### config.mk
export PLATFORM = sky130hd
export DESIGN_NAME = mc_chroma_fetch
export DESIGN_NICKNAME = d
export VERILOG_FILES = /design/src/rtl/mc_chroma_fetch.sv
export SDC_FILE = /design/constraint.sdc
export NUM_CORES = 1
export LEC_CHECK = 0
export CORE_MARGIN = 10
export CORE_UTILIZATION = 48
export CTS_CLUSTER_DIAMETER = 40
export CTS_CLUSTER_SIZE = 20
export DETAILED_ROUTE_END_ITERATION = 10
export MAX_ROUTING_LAYER = met4
export PLACE_DENSITY = 0.81
export SLEW_MARGIN = 0
export SYNTH_ARGS = -nofsm -noshare
export SYNTH_HDL_FRONTEND = slang
export SYNTH_SLANG_ARGS = --single-unit
### constraint.sdc
create_clock -name clk_i -period 3.25 [get_ports clk_i]
set_input_delay 0.975 -clock clk_i [delete_from_list [all_inputs] [get_ports clk_i]]
set_output_delay 0.975 -clock clk_i [all_outputs]
set_load 0.01 [all_outputs]
### src/rtl/mc_chroma_fetch.sv
// Chroma reference fetch: converts block position + 1/8-pel MV into a strip-by-strip
// window read sequence and forwards 3 U / 3 V pixels per row to the interpolator.
module mc_chroma_fetch #(
   parameter int BIT_DEPTH = 8,
   parameter int WIN_W     = 48,
   parameter int WIN_H     = 48,
   parameter int POS_W     = 6,
   parameter int MV_W      = 10
) (
   input  logic                   clk_i,
   input  logic                   rst_n_i,
   input  logic                   start_i,
   input  logic [POS_W-1:0]       blk_x_i,
   input  logic [POS_W-1:0]       blk_y_i,
   input  logic [MV_W-1:0]        mv_x_i,
   input  logic [MV_W-1:0]        mv_y_i,
   input  logic [1:0]             blk_w_i,
   input  logic [1:0]             blk_h_i,
   output logic                   busy_o,
   output logic                   rd_en_o,
   output logic [POS_W-1:0]       rd_x_o,
   output logic [POS_W-1:0]       rd_y_o,
   input  logic [3*BIT_DEPTH-1:0] rd_u_i,
   input  logic [3*BIT_DEPTH-1:0] rd_v_i,
   output logic [5:0]             frac0_o,
   output logic [5:0]             frac1_o,
   output logic                   end_oneblk_rd_o,
   output logic                   refuv_valid_o,
   output logic [BIT_DEPTH-1:0]   refuv0_p0_o,
   output logic [BIT_DEPTH-1:0]   refuv0_p1_o,
   output logic [BIT_DEPTH-1:0]   refuv0_p2_o,
   output logic [BIT_DEPTH-1:0]   refuv1_p0_o,
   output logic [BIT_DEPTH-1:0]   refuv1_p1_o,
   output logic [BIT_DEPTH-1:0]   refuv1_p2_o
);

   // Wide enough for position + MV offset + strip/row step without wrapping.
   localparam int CW = POS_W + 4;
   localparam logic signed [CW-1:0] XMAX = CW'(WIN_W - 3);
   localparam logic signed [CW-1:0] YMAX = CW'(WIN_H - 1);

   typedef enum logic [1:0] {S_IDLE, S_FETCH, S_DRAIN} state_t;

   function automatic logic [POS_W-1:0] clamp_x(input logic signed [CW-1:0] v);
      if (v[CW-1])      return '0;
      else if (v > XMAX) return XMAX[POS_W-1:0];
      else              return v[POS_W-1:0];
   endfunction

   function automatic logic [POS_W-1:0] clamp_y(input logic signed [CW-1:0] v);
      if (v[CW-1])      return '0;
      else if (v > YMAX) return YMAX[POS_W-1:0];
      else              return v[POS_W-1:0];
   endfunction

   // Last row index equals H, since each strip is H+1 rows deep.
   function automatic logic [3:0] rows_of(input logic [1:0] code);
      case (code)
         2'd0:    return 4'd2;
         2'd1:    return 4'd4;
         default: return 4'd8;
      endcase
   endfunction

   function automatic logic [1:0] last_strip_of(input logic [1:0] code);
      case (code)
         2'd0:    return 2'd0;
         2'd1:    return 2'd1;
         default: return 2'd3;
      endcase
   endfunction

   state_t                 r_state;
   logic                   r_drain;
   logic signed [CW-1:0]   r_ix;
   logic signed [CW-1:0]   r_iy;
   logic [1:0]             r_s;
   logic [1:0]             r_last_strip;
   logic [3:0]             r_r;
   logic [3:0]             r_h;
   logic                   r_rd_last;
   logic                   r_busy;
   logic                   r_rd_en;
   logic [POS_W-1:0]       r_rd_x;
   logic [POS_W-1:0]       r_rd_y;
   logic [5:0]             r_frac;
   logic                   r_vld_p0;
   logic                   r_last_p0;
   logic                   r_vld_p1;
   logic                   r_last_p1;
   logic [3*BIT_DEPTH-1:0] r_u_p1;
   logic [3*BIT_DEPTH-1:0] r_v_p1;

   logic signed [MV_W-1:0] w_mvx;
   logic signed [MV_W-1:0] w_mvy;
   logic signed [CW-1:0]   w_ix;
   logic signed [CW-1:0]   w_iy;
   logic                   w_wrap;
   logic [1:0]             w_s_nx;
   logic [3:0]             w_r_nx;
   logic signed [CW-1:0]   w_sx;
   logic signed [CW-1:0]   w_ry;

   assign w_mvx  = $signed(mv_x_i) >>> 3;
   assign w_mvy  = $signed(mv_y_i) >>> 3;
   assign w_ix   = $signed({{(CW-POS_W){1'b0}}, blk_x_i}) + CW'(w_mvx);
   assign w_iy   = $signed({{(CW-POS_W){1'b0}}, blk_y_i}) + CW'(w_mvy);
   assign w_wrap = (r_r == r_h);
   assign w_s_nx = w_wrap ? r_s + 2'd1 : r_s;
   assign w_r_nx = w_wrap ? 4'd0 : r_r + 4'd1;
   assign w_sx   = r_ix + $signed({{(CW-3){1'b0}}, w_s_nx, 1'b0});
   assign w_ry   = r_iy + $signed({{(CW-4){1'b0}}, w_r_nx});

   always_ff @(posedge clk_i or negedge rst_n_i) begin
      if (!rst_n_i) begin
         r_state      <= S_IDLE;
         r_drain      <= 1'b0;
         r_ix         <= '0;
         r_iy         <= '0;
         r_s          <= '0;
         r_last_strip <= '0;
         r_r          <= '0;
         r_h          <= '0;
         r_rd_last    <= 1'b0;
         r_busy       <= 1'b0;
         r_rd_en      <= 1'b0;
         r_rd_x       <= '0;
         r_rd_y       <= '0;
         r_frac       <= '0;
         r_vld_p0     <= 1'b0;
         r_last_p0    <= 1'b0;
         r_vld_p1     <= 1'b0;
         r_last_p1    <= 1'b0;
         r_u_p1       <= '0;
         r_v_p1       <= '0;
      end else begin
         // p0: memory answers the read issued last cycle
         r_vld_p0  <= r_rd_en;
         r_last_p0 <= r_rd_en & r_rd_last;
         // p1: row registered onto the interpolator-facing outputs
         r_vld_p1  <= r_vld_p0;
         r_last_p1 <= r_last_p0;
         if (r_vld_p0) begin
            r_u_p1 <= rd_u_i;
            r_v_p1 <= rd_v_i;
         end

         case (r_state)
            S_IDLE: begin
               if (start_i) begin
                  r_state      <= S_FETCH;
                  r_busy       <= 1'b1;
                  r_ix         <= w_ix;
                  r_iy         <= w_iy;
                  r_s          <= '0;
                  r_r          <= '0;
                  r_last_strip <= last_strip_of(blk_w_i);
                  r_h          <= rows_of(blk_h_i);
                  r_frac       <= {mv_y_i[2:0], mv_x_i[2:0]};
                  r_rd_en      <= 1'b1;
                  r_rd_x       <= clamp_x(w_ix);
                  r_rd_y       <= clamp_y(w_iy);
                  r_rd_last    <= 1'b0;
               end
            end
            S_FETCH: begin
               if (r_rd_last) begin
                  r_state   <= S_DRAIN;
                  r_drain   <= 1'b0;
                  r_rd_en   <= 1'b0;
                  r_rd_last <= 1'b0;
               end else begin
                  r_s       <= w_s_nx;
                  r_r       <= w_r_nx;
                  r_rd_x    <= clamp_x(w_sx);
                  r_rd_y    <= clamp_y(w_ry);
                  r_rd_last <= (w_s_nx == r_last_strip) && (w_r_nx == r_h);
               end
            end
            S_DRAIN: begin
               if (r_drain) begin
                  r_state <= S_IDLE;
                  r_busy  <= 1'b0;
               end else begin
                  r_drain <= 1'b1;
               end
            end
            default: begin
               r_state <= S_IDLE;
               r_busy  <= 1'b0;
               r_rd_en <= 1'b0;
            end
         endcase
      end
   end

   assign busy_o          = r_busy;
   assign rd_en_o         = r_rd_en;
   assign rd_x_o          = r_rd_x;
   assign rd_y_o          = r_rd_y;
   assign frac0_o         = r_frac;
   assign frac1_o         = r_frac;
   assign refuv_valid_o   = r_vld_p1;
   assign end_oneblk_rd_o = r_last_p1;
   assign refuv0_p0_o     = r_u_p1[BIT_DEPTH-1:0];
   assign refuv0_p1_o     = r_u_p1[2*BIT_DEPTH-1:BIT_DEPTH];
   assign refuv0_p2_o     = r_u_p1[3*BIT_DEPTH-1:2*BIT_DEPTH];
   assign refuv1_p0_o     = r_v_p1[BIT_DEPTH-1:0];
   assign refuv1_p1_o     = r_v_p1[2*BIT_DEPTH-1:BIT_DEPTH];
   assign refuv1_p2_o     = r_v_p1[3*BIT_DEPTH-1:2*BIT_DEPTH];

endmodule

==> reports/qor.txt <==
Post-route DRC: 0
# diodes: 0
PwrDens: 1030 nW/um^2
Die W: 126 um
F_max: 320 MHz
I/O Pins: 163
Max-Cap Viols: 0
XOR/XNOR Fraction of Synth Area: 2.91%
Final setup fails: 0
Total routed wirelength: 15100 um
Final core occ: 70.4%
Clock Latency Late Sink: 350 ps
Crit. End Element: register
Clk sinks: 103
Largest family of logic cells by synthesized area: simple AND/OR/NAND/NOR gates
Post-Syn Nets: 613
NumNets Final: 784
Hpwl dp: 11600 um
IO buf count: 162
Final Instance Count excl. Fillers: 819
WL/cell: 18.4 um
Total global-route track usage: 19.1%
Post-synthesis instance area: 5420 sq um
Post-synthesis mux area share: 10.6%
Max_slew headroom: 31.0%
Final hold vios: 0
Simple-gate area share of the yosys netlist: 15.6%
Worst path max stage delay: 460 ps
Die height: 126 um
Max Clock Skew: 6.27 ps
Async S/R FF share, synth: 100%
RD Place Congestion: 0.910
Initial Util: 49.6%
Final total power: 7890 uW
TritonRoute pass-1 iters: 5
WP data required: 3470 ps
Row Count: 38
Fill cell count: 793
Remaining antenna violation count after routing: 0
Setup TNS Final: 0 ps
Initial antenna violation count: 0
Slew Limit Fails: 0
Setup crit start kind: register
Status: completed
Hold buffers post-CTS: 0
Area grow syn2layout: 41.9%
Die ar.: 16000 sq um
Min-Delay Path Class: reg2reg
CTS tree: done
Synthesis warning total: 0
Max VDD drop: 0.567 mV
Synth unique cells: 67
RSZ-0062 raised after global routing: yes
Cells after synthesis: 503
Static leakage power: 0.00325 uW
Core ar.: 10900 sq um
Via count: 4599
Tmin final: 3130 ps
Largest net degree at the start of global routing: 62
DR vias/cell: 5.62
Worst-path cell chain: xnor2_2 > nor4b_4 > buf_4 > nor2_1 > ha_1 > inv_1 > fa_1 > nand2b_1 > a2111oi_4 > a311oi_1 > o211ai_1 > buf_4 > o211ai_1
CTS root buf: clkbuf_16
Layout cells sized above 1: 16.2%
Compound-gate portion of the synthesized area: 14.2%
Main synth FF type: dfrtp_1
Number of synthesized flops with an enable pin: 0
Placed Cells: 803
Syn_area_per_cell: 10.8 sq um
Clock tree buffer depth: 2
Critical Path Slowest Stage Cell: dfrtp_1
CTS Buf Count: 9
Worst slew pin tran: 1040 ps
Vias in the first global route: 4770
Crit share post-route: 96.2%
Starting DRT DRC Count: 381
Kind of critical path: reg2reg
Clk pin slew, worst setup/hold paths: 70 ps
Remaining global-route overflow: 0
Hold WS: 350 ps
Seq/Total Area, Yosys: 47.5%
Worst Path Arrival: 3340 ps
H-tree depth: 3
Yosys reg bits: 103
Area share of fa/ha/maj cells after synthesis: 5.86%
Global-route wire length before repair: 24500 um
Crit-path max FO: 5
-- flip-flops by register name, indices dropped and copies added (netlist names), 2 cells and up --
register and flops:
r_h 3, r_v_p1 24, rd_x_o 6, frac0_o 6, r_ix 8, r_s 2, r_state 2, r_u_p1 24
r_iy 8, rd_y_o 6, r_last_strip 2, r_r 4
-- routing by layer --
metal | GRT usage, % | vias up | wire length (um)
met5 | - | - | 0
met4 | 7.10 | 0 | 263
met3 | 4.12 | 19 | 1090
met2 | 29.1 | 209 | 6980
met1 | 24.6 | 2214 | 6740
li1 | - | 2157 | -
-- worst paths after layout --
check / from / to / slack, ps / cells past startpoint
worst max-delay path: r_h[3] / rd_y_o[2] / 120 / 13
worst min-delay path: r_last_p0 / end_oneblk_rd_o / 350 / 0
worst max register to register: r_h[3] / rd_y_o[2] / 120 / 13
worst min register to register: r_last_p0 / end_oneblk_rd_o / 350 / 0
max in group asynchronous: rst_n_i / r_u_p1[10] / 1810 / 2
min in group asynchronous: rst_n_i / r_u_p1[6] / 710 / 1
-- cell usage in the layout (no fill, tap or decap), drive strengths merged, types with 11 or more instances in the layout --
cell           synthesis  routed
buf                   13      23
o211ai                11      11
inv                   16      17
clkbuf                11      11
mux2                  50      50
dfrtp                103     103
nor2                  22      22
nand2                 72      72
clkdlybuf4s50          0     161
o21ai                 23      23
a21oi                 13      13
ha                    19      19
-- metrics by stage --
step / worst slack, ps / instance area [sq um]
5_1_grt: -11.6 / 7690
3_3_place_gp: -11.8 / 7280
3_5_place_dp: -80.8 / 7280
2_1_floorplan: 264 / 5420
4_1_cts: 80.2 / 7630
6_report: 124 / 7690
-- final cells by class --
class,count,area [sq um],share of cell area (%)
inverters,16,60.1,0.780
clock buffers,11,243,3.15
flip-flops and latches,103,2580,33.5
multi-input cells,360,2740,35.5
repair buffers,184,1800,23.3
well taps,140,175,2.28
clock inverters,5,104,1.35
-- cells by family (layout without fill, tap and decap cells) --
logic type               count (synthesis)  after routing
adder cells (fa/ha/maj)                 23             23
AO/OA/AOI/OAI                          102            102
XOR/XNOR                                18             18
multiplexers                            51             51
AND/OR/NAND/NOR                        166            166
buffers and inverters                   40            216
flip-flops                             103            103
-- where the power goes --
| group | internal (uW) | switching (uW) | total (uW) |
|---|---|---|---|
| Sequential | 1920 | 595 | 2510 |
| Clock | 775 | 466 | 1240 |
| Combinational | 2220 | 1920 | 4140 |
-- synth_stat cells, types with 5 or more instances --
library cell	instances	share of area [%]
a211oi_1	7	0.97
a21oi_1	13	1.2
a22oi_1	6	0.83
and2_1	6	0.69
buf_4	8	1.1
clkbuf_1	11	0.76
dfrtp_1	103	48
ha_1	19	4.4
inv_1	16	1.1
mux2_2	50	10
nand2_1	72	5.0
nand2b_1	6	0.69
nand3_1	8	0.74
nor2_1	22	1.5
nor2b_1	8	0.92
nor3_1	8	0.74
nor3b_1	5	0.69
nor4_1	6	0.69
o211ai_1	10	1.4
o21ai_0	22	2.0
xnor2_1	10	1.6
xor2_1	8	1.3
-- worst max-delay path, delay by kind of cell, from the launching register on --
family          cells  cell delay [ps]
fa+ha+maj           2              620
buf+inv             3              400
compound gates      4              760
flops               1              460
simple gates        3              570
xor+xnor            1              180
-- repair_timing --
| action | in CTS | in global routing |
|---|---|---|
| pin swaps | 0 | 1 |
| setup endpoints to repair | 1 | 12 |
| buffers inserted | 0 | 0 |
| resized for setup | 1 | 11 |
(Power assumes the default switching activity.)
